$ cat config.mk
export PLATFORM = sky130hd
export DESIGN_NAME = change_dispenser
export DESIGN_NICKNAME = d
export VERILOG_FILES = /design/src/rtl/coin_pkg.sv /design/src/rtl/change_coin_select.sv /design/src/rtl/change_dispenser.sv
export SDC_FILE = /design/constraint.sdc
export NUM_CORES = 1
export LEC_CHECK = 0
export ABC_CLOCK_PERIOD_IN_PS = 5800
export BUFFER_PORTS_ARGS = -buffer_cell sky130_fd_sc_hd__buf_2
export CAP_MARGIN = 15
export CORE_MARGIN = 2
export CORE_UTILIZATION = 59
export CTS_CLUSTER_SIZE = 14
export DETAILED_ROUTE_END_ITERATION = 6
export PLACE_DENSITY_LB_ADDON = 0.12
export SYNTH_ARGS = -nofsm -noshare
export SYNTH_HDL_FRONTEND = slang
export SYNTH_SLANG_ARGS = --single-unit
$ cat constraint.sdc
create_clock -name MAX10_CLK1_50 -period 5.8 [get_ports MAX10_CLK1_50]
set_clock_uncertainty 0.15 [all_clocks]
set_input_delay 1.45 -clock MAX10_CLK1_50 [delete_from_list [all_inputs] [get_ports MAX10_CLK1_50]]
set_output_delay 1.45 -clock MAX10_CLK1_50 [all_outputs]
set_load 0.05 [all_outputs]
$ cat src/rtl/coin_pkg.sv
// Coin denominations and payout FSM state encoding, shared with maincontroller.
package coin_pkg;

  localparam logic [1:0] PENNY   = 2'b00;
  localparam logic [1:0] NICKEL  = 2'b01;
  localparam logic [1:0] DIME    = 2'b10;
  localparam logic [1:0] QUARTER = 2'b11;

  localparam logic [4:0] PENNY_CENTS   = 5'd1;
  localparam logic [4:0] NICKEL_CENTS  = 5'd5;
  localparam logic [4:0] DIME_CENTS    = 5'd10;
  localparam logic [4:0] QUARTER_CENTS = 5'd25;

  typedef enum logic [2:0] {
    S_IDLE,
    S_SELECT,
    S_REQ,
    S_RELEASE,
    S_DONE,
    S_FAULT
  } state_e;

endpackage

$ cat src/rtl/change_coin_select.sv
// Greedy picker: largest coin whose value does not exceed the amount still owed.
module change_coin_select
  import coin_pkg::*;
(
  input  logic [6:0] remaining,
  output logic [1:0] coin,
  output logic [4:0] value
);

  always_comb begin
    coin  = PENNY;
    value = PENNY_CENTS;
    if (remaining >= 7'(QUARTER_CENTS)) begin
      coin  = QUARTER;
      value = QUARTER_CENTS;
    end else if (remaining >= 7'(DIME_CENTS)) begin
      coin  = DIME;
      value = DIME_CENTS;
    end else if (remaining >= 7'(NICKEL_CENTS)) begin
      coin  = NICKEL;
      value = NICKEL_CENTS;
    end
  end

endmodule

$ cat src/rtl/change_dispenser.sv
// Pays out a change amount one coin at a time over a req/ack handshake with the
// coin-eject mechanism; faults if an acknowledge never arrives.
module change_dispenser
  import coin_pkg::*;
#(
  parameter int unsigned ACK_TIMEOUT = 1023
) (
  input  logic       MAX10_CLK1_50,
  input  logic       reset,
  input  logic       start,
  input  logic [6:0] amount,
  output logic       coin_req,
  output logic [1:0] coin_sel,
  input  logic       coin_ack,
  output logic       busy,
  output logic       done,
  output logic       error,
  output logic [6:0] remaining,
  output logic [3:0] coins_out
);

  localparam int unsigned CW = $clog2(ACK_TIMEOUT + 1);

  state_e      state_q, state_d;
  logic        coin_req_q, coin_req_d;
  logic [1:0]  coin_sel_q, coin_sel_d;
  logic [4:0]  value_q, value_d;
  logic        busy_q, busy_d;
  logic        done_q, done_d;
  logic        error_q, error_d;
  logic [6:0]  remaining_q, remaining_d;
  logic [3:0]  coins_out_q, coins_out_d;
  logic [CW-1:0] wait_q, wait_d;

  logic [1:0]  pick_coin;
  logic [4:0]  pick_value;

  change_coin_select u_select (
    .remaining (remaining_q),
    .coin      (pick_coin),
    .value     (pick_value)
  );

  always_comb begin
    state_d     = state_q;
    coin_req_d  = coin_req_q;
    coin_sel_d  = coin_sel_q;
    value_d     = value_q;
    busy_d      = busy_q;
    done_d      = 1'b0;
    error_d     = error_q;
    remaining_d = remaining_q;
    coins_out_d = coins_out_q;
    wait_d      = wait_q;

    unique case (state_q)
      S_IDLE, S_DONE, S_FAULT: begin
        if (state_q == S_DONE) state_d = S_IDLE;
        if (start) begin
          state_d     = S_SELECT;
          remaining_d = amount;
          coins_out_d = '0;
          error_d     = 1'b0;
          busy_d      = 1'b1;
        end
      end
      S_SELECT: begin
        if (remaining_q == '0) begin
          state_d = S_DONE;
          busy_d  = 1'b0;
          done_d  = 1'b1;
        end else begin
          state_d    = S_REQ;
          coin_sel_d = pick_coin;
          value_d    = pick_value;
          coin_req_d = 1'b1;
          wait_d     = '0;
        end
      end
      S_REQ: begin
        // Acknowledge wins over a timeout landing on the same edge.
        if (coin_ack) begin
          state_d     = S_RELEASE;
          coin_req_d  = 1'b0;
          remaining_d = remaining_q - {2'b00, value_q};
          coins_out_d = coins_out_q + 4'd1;
        end else if (wait_q == CW'(ACK_TIMEOUT - 1)) begin
          state_d    = S_FAULT;
          coin_req_d = 1'b0;
          busy_d     = 1'b0;
          error_d    = 1'b1;
        end else begin
          wait_d = wait_q + 1'b1;
        end
      end
      S_RELEASE: begin
        if (!coin_ack) state_d = S_SELECT;
      end
      default: state_d = S_IDLE;
    endcase
  end

  always_ff @(posedge MAX10_CLK1_50 or posedge reset) begin
    if (reset) begin
      state_q     <= S_IDLE;
      coin_req_q  <= 1'b0;
      coin_sel_q  <= PENNY;
      value_q     <= '0;
      busy_q      <= 1'b0;
      done_q      <= 1'b0;
      error_q     <= 1'b0;
      remaining_q <= '0;
      coins_out_q <= '0;
      wait_q      <= '0;
    end else begin
      state_q     <= state_d;
      coin_req_q  <= coin_req_d;
      coin_sel_q  <= coin_sel_d;
      value_q     <= value_d;
      busy_q      <= busy_d;
      done_q      <= done_d;
      error_q     <= error_d;
      remaining_q <= remaining_d;
      coins_out_q <= coins_out_d;
      wait_q      <= wait_d;
    end
  end

  assign coin_req  = coin_req_q;
  assign coin_sel  = coin_sel_q;
  assign busy      = busy_q;
  assign done      = done_q;
  assign error     = error_q;
  assign remaining = remaining_q;
  assign coins_out = coins_out_q;

endmodule

Word level (Yosys, flattened, before mapping)
Cells that the tools add are included.
{ "op_classes": {"n_addsub": 3, "order_cmp": 3, "eq_ne": 16, "n_mux": 37, "bitwise": 1, "n_reduce_logical": 13} }
{ "ops": {"columns": ["cell", "n"], "rows": [
  ["10-bit two-way mux", 3],
  ["3-bit two-way mux", 7],
  ["10-bit case mux with 2 select lines", 1],
  ["2-bit != test (second input constant)", 8],
  ["7-bit two-way mux", 2],
  ["7-bit case mux with 2 select lines", 1],
  ["1-bit two-way mux", 12],
  ["3-bit case mux with 4 select lines", 1],
  ["10-bit by 1-bit adder with 10-bit output (second input constant)", 1],
  ["10-bit equality test (second input constant)", 1],
  ["5-bit two-way mux", 2],
  ["3-bit AND reduction", 3],
  ["4-bit two-way mux", 2],
  ["4-bit case mux with 2 select lines", 1],
  ["4-bit AND reduction", 2],
  ["7-bit by 3-bit >= comparator with 1-bit output (second input constant)", 1],
  ["7-bit by 4-bit >= comparator with 1-bit output (second input constant)", 1],
  ["7-bit by 5-bit >= comparator with 1-bit output (second input constant)", 1],
  ["7-bit logical NOT", 1],
  ["7-bit by 5-bit subtractor with 7-bit output", 1],
  ["3-bit by 2-bit equality test with 1-bit output (second input constant)", 2],
  ["3-bit equality test (second input constant)", 2],
  ["3-bit != test (second input constant)", 2],
  ["5-bit AND reduction", 1],
  ["other kinds (11)", 14]
]} }
{ "totals": {"register_bits": 35, "input_bits": 11, "output_inout_bits": 17, "wordCells": 83} }

Depth between registers and ports, before layout
{ "logic_depth": {"ltp_word": 4, "ltp_mapped": 8} }

Cells and area by module
From an unflattened synthesis, not the netlist that was laid out.
{ "hier_totals": {"hier_cells": 224, "hier_area_um2": 2043.2} }
{ "by_module_without_submodules": {"columns": ["mod", "instances", "cells_each", "area_per_inst_um2", "seq_area_each_um2"], "rows": [
  ["change_dispenser", 1, 207, 1943.1, 875.8],
  ["change_coin_select", 1, 17, 100.1, 0.0]
]} }

Worst setup path after synthesis
OpenSTA, ideal clock, no wires.
{ "synth_timing": {"kind": "in2reg", "start": "input coin_ack", "end": "register wait_q[9]", "setup_time_ns": 0.078, "t_arrival_ns": 2.540, "required_time_ns": 5.572, "setup_slack_ns": 3.032, "path_stages": 5, "path_buffers": 0, "cell_sequence": "inv_1 o31ai_1 a211o_4 or3_1 a21oi_1"} }
{ "synth_between": {"elab_chain_len": 2} }
{ "synth_rtl": {"columns": ["item", "line", "text"], "rows": [
  ["start: declaration", "change_dispenser.sv:14", "input logic coin_ack,"],
  ["2-bit != test (no source line)", null, null],
  ["4-bit AND reduction (no source line)", null, null],
  ["end signal: assignment", "change_dispenser.sv:125", "wait_q <= wait_d;"],
  ["end: declaration", "change_dispenser.sv:33", "logic [CW-1:0] wait_q, wait_d;"]
]} }
Every way passes these cells.
A chain may end at the register's enable or synchronous reset.

Worst setup path in the final report
{ "layout_timing": {"start": "input coin_ack", "end": "register remaining_q[6], in the netlist remaining[6]"} }
{ "layout_between": {"elab_chain_len": 2} }
{ "layout_rtl": {"columns": ["item", "line", "text"], "rows": [
  ["2-bit != test (no source line)", null, null],
  ["3-bit AND reduction (no source line)", null, null],
  ["end signal: assignment", "change_dispenser.sv:123", "remaining_q <= remaining_d;"],
  ["end: declaration", "change_dispenser.sv:31", "logic [6:0] remaining_q, remaining_d;"]
]} }
Every way passes these cells.

==> results.ini <==
[routing]
detail-route-antenna-nets=0
wl_um=3890
wl_met2_um=1830
met1_length_um=1860
vias=1642
wl_met3_um=160
top_layer=met4
drt_iter0_drc=86
drt-pass1-iter-count=4
wire_per_inst_um=13.2
viasPerCell=5.59
drc_errors=0

[cells_and_area]
final_nets=267
postLayoutCoreUtil_pct=68.7
area_growth_pct=13.0
final_cell_area_mm2=0.00226
fill_cells=281
num_antenna_cells=0
multi_input_area_mm2=0.00105
regArea_um2=851
drive_above_1_share_pct=18.5

[floorplan]
start_util_pct=60.8
die_area_mm2=0.00387
core_area_mm2=0.00328
die_h_um=62.2
rows=21
ios=28
die_w_um=62.2

[worst_setup_path]
critPathKind=primary input to flop
critical_path_arrival_ns=2.92
path_buf_inv=1
endpoint_kind=flop
crit_fanout=12
path_cells=buf_2, and4bb_2, a31oi_1, nor3_1, a211o_1
crit_required_ns=5.89
slowest_stage=a31oi_1
start_kind=primary input
critPathMaxStageDelay_ns=0.69
cp_top_family=compound AO/OA/AOI/OAI gates

[sta]
setup_viol_count_final=0
finalMaxSlewViolations=0
rsz0062_at_grt=false
max_slew_margin_pct=37.9
timing.setup.tns_ns=0
timing.final.ws_setup_ns=2.97
hold_violations=0
hold_slack_ns=0.352
tightestPinTransition_ns=0.927
timing.final.crit_period_ns=2.83
max_freq_mhz=353
period_share_pct=48.8

[synthesis]
synth_edf_count=0
yosysWarningCount=0
synth-seq-cells=34
syn_area_per_cell_um2=9.16
synth_nets=238
async_flop_share_pct=100
synth_sequential_area_ratio_pct=42.6
synth.distinct_cells=47
synth_cells=218
syn_area_mm2=0.00200
synth_ff_type=dfrtp_1

[placement]
gp_congestion=0.860
dpl_cell_area_mm2=0.00217
dpl_worst_slack_ns=2.60
dp_hpwl_um=2810
io_buffers=27

[power_and_ir_drop]
power.density_mw_per_mm2=506
p_leak_nw=1.03
peakVddDrop_mv=0.212

[grt]
grt_overflow=0
grt_pass1_vias=1572
grt_pass1_wl_um=6890
grt_usage_pct=22.2
grt_max_degree=35
antenna_found_initial=0

[clock_network]
clk_latency_ns=0.34
root_buffer=clkbuf_4
cts.sinks=34
clock_path_buffers=2
clkSlewWorstSetupHoldPaths_ns=0.11
cts-resized-gates=0
cts_hold_buf=0
cts_max_level=2
post_cts_buffers=0
cts_inserted_buffers=5
cts_tree=built

[hold_path]
hp-class=flop to flop

[job]
cap_violations=0

[status]
status=completed

==> placed cells by master (no fill, tap or decap), drive strengths merged, types with 2 or more instances in the layout <==
cell type | Yosys | layout
dfrtp | 34 | 34
buf | 5 | 30
nand2 | 20 | 20
nor2 | 20 | 20
o21ai | 13 | 13
inv | 12 | 12
a21oi | 12 | 12
nand3 | 11 | 11
nor3 | 9 | 9
ha | 8 | 8
clkbuf | 3 | 8
or3 | 7 | 7
a211oi | 6 | 6
xnor2 | 5 | 5
o21a | 5 | 5
nand2b | 4 | 4
nor2b | 4 | 4
a2111oi | 4 | 4
o31ai | 3 | 3
a21o | 3 | 3
and3 | 3 | 3
xor2 | 3 | 3
a31oi | 3 | 3
nor3b | 2 | 2
a211o | 2 | 2
==> path summary, 6_finish.rpt <==
path | cells past startpoint | slack [ns] | from | end
max in group asynchronous | 3 | 4.16 | reset | state_q[2]
min in group asynchronous | 3 | 1.03 | reset | remaining[0]
min reg2reg | 2 | 0.35 | error | error
max | 5 | 2.97 | coin_ack | remaining[6]
min | 2 | 0.35 | error | error
max reg2reg | 5 | 3.53 | state_q[1] | wait_q[9]
==> power breakdown <==
| part | internal (mW) | switching [mW] |
|---|---|---|
| clock network | 0.0828 | 0.0799 |
| logic | 0.208 | 0.375 |
| registers | 0.301 | 0.0951 |
| total | 0.591 | 0.550 |
==> per-layer routing <==
layer  vias up  GRT usage (%)
met4         0           6.94
met2        33           36.3
met5         -              0
met3         5           5.98
met1       759           29.0
li1        845              -
==> flip-flops by register name, summed over array words and instances, names as in the netlist <==
signal     flops
coins_out      4
error          1
state_q        3
remaining      7
busy           1
coin_req       1
value_q        5
coin_sel       1
done           1
wait_q        10
==> Yosys cell counts (2+ instances only) <==
| master | number | area share (%) |
|---|---|---|
| xor2_1 | 3 | 1.3 |
| a21o_1 | 3 | 1.1 |
| o21ai_0 | 11 | 2.8 |
| ha_1 | 8 | 5.0 |
| nand3_1 | 11 | 2.8 |
| o31ai_1 | 3 | 1.1 |
| nand2_1 | 20 | 3.8 |
| nand2b_1 | 4 | 1.3 |
| nor3_1 | 9 | 2.3 |
| nor2b_1 | 4 | 1.3 |
| o21a_1 | 5 | 1.9 |
| or3_1 | 7 | 2.2 |
| dfrtp_1 | 34 | 43 |
| clkbuf_1 | 3 | 0.56 |
| o21ai_1 | 2 | 0.50 |
| xnor2_1 | 5 | 2.2 |
| a31oi_1 | 3 | 0.94 |
| buf_2 | 4 | 1.0 |
| a211oi_1 | 6 | 2.3 |
| a2111oi_1 | 3 | 1.5 |
| nor2_1 | 20 | 3.8 |
| inv_1 | 12 | 2.3 |
| a21oi_1 | 12 | 3.0 |
| and3_1 | 3 | 0.94 |
==> through the flow <==
step / cells / power [mW]
finish: 294 / 1.14
global route: 294 / 1.23
CTS: 293 / 1.14
detailed placement: 285 / 0.974
global placement: 285 / 0.960
floorplan: 218 / 0.849
==> worst min-delay path, delay by kind of cell (launching register included) <==
family	cells	cell delay, ns
AND/OR/NAND/NOR	1	0.07
flip-flops	1	0.36
AO/OA/AOI/OAI	1	0.04
==> cells by family (layout without fill, tap and decap cells) <==
family                   after synthesis  count (layout)  synth area share [%]
AO/OA/AOI/OAI                         59              59                  20.3
XOR/XNOR                               8               8                  3.51
adder cells (fa/ha/maj)                9               9                  6.02
buffers and inverters                 21              51                  4.64
flip-flops                            34              34                  42.6
multiplexers                           1               1                 0.564
AND/OR/NAND/NOR                       86              86                  22.4
==> final cells by class <==
cell class | count | area share (%)
repair buffers | 30 | 7.15
well taps | 46 | 2.55
multi-input cells | 163 | 46.7
flip-flops and latches | 34 | 37.7
clock buffers | 8 | 3.49
inverters | 13 | 2.38
(Power assumes the default switching activity.)
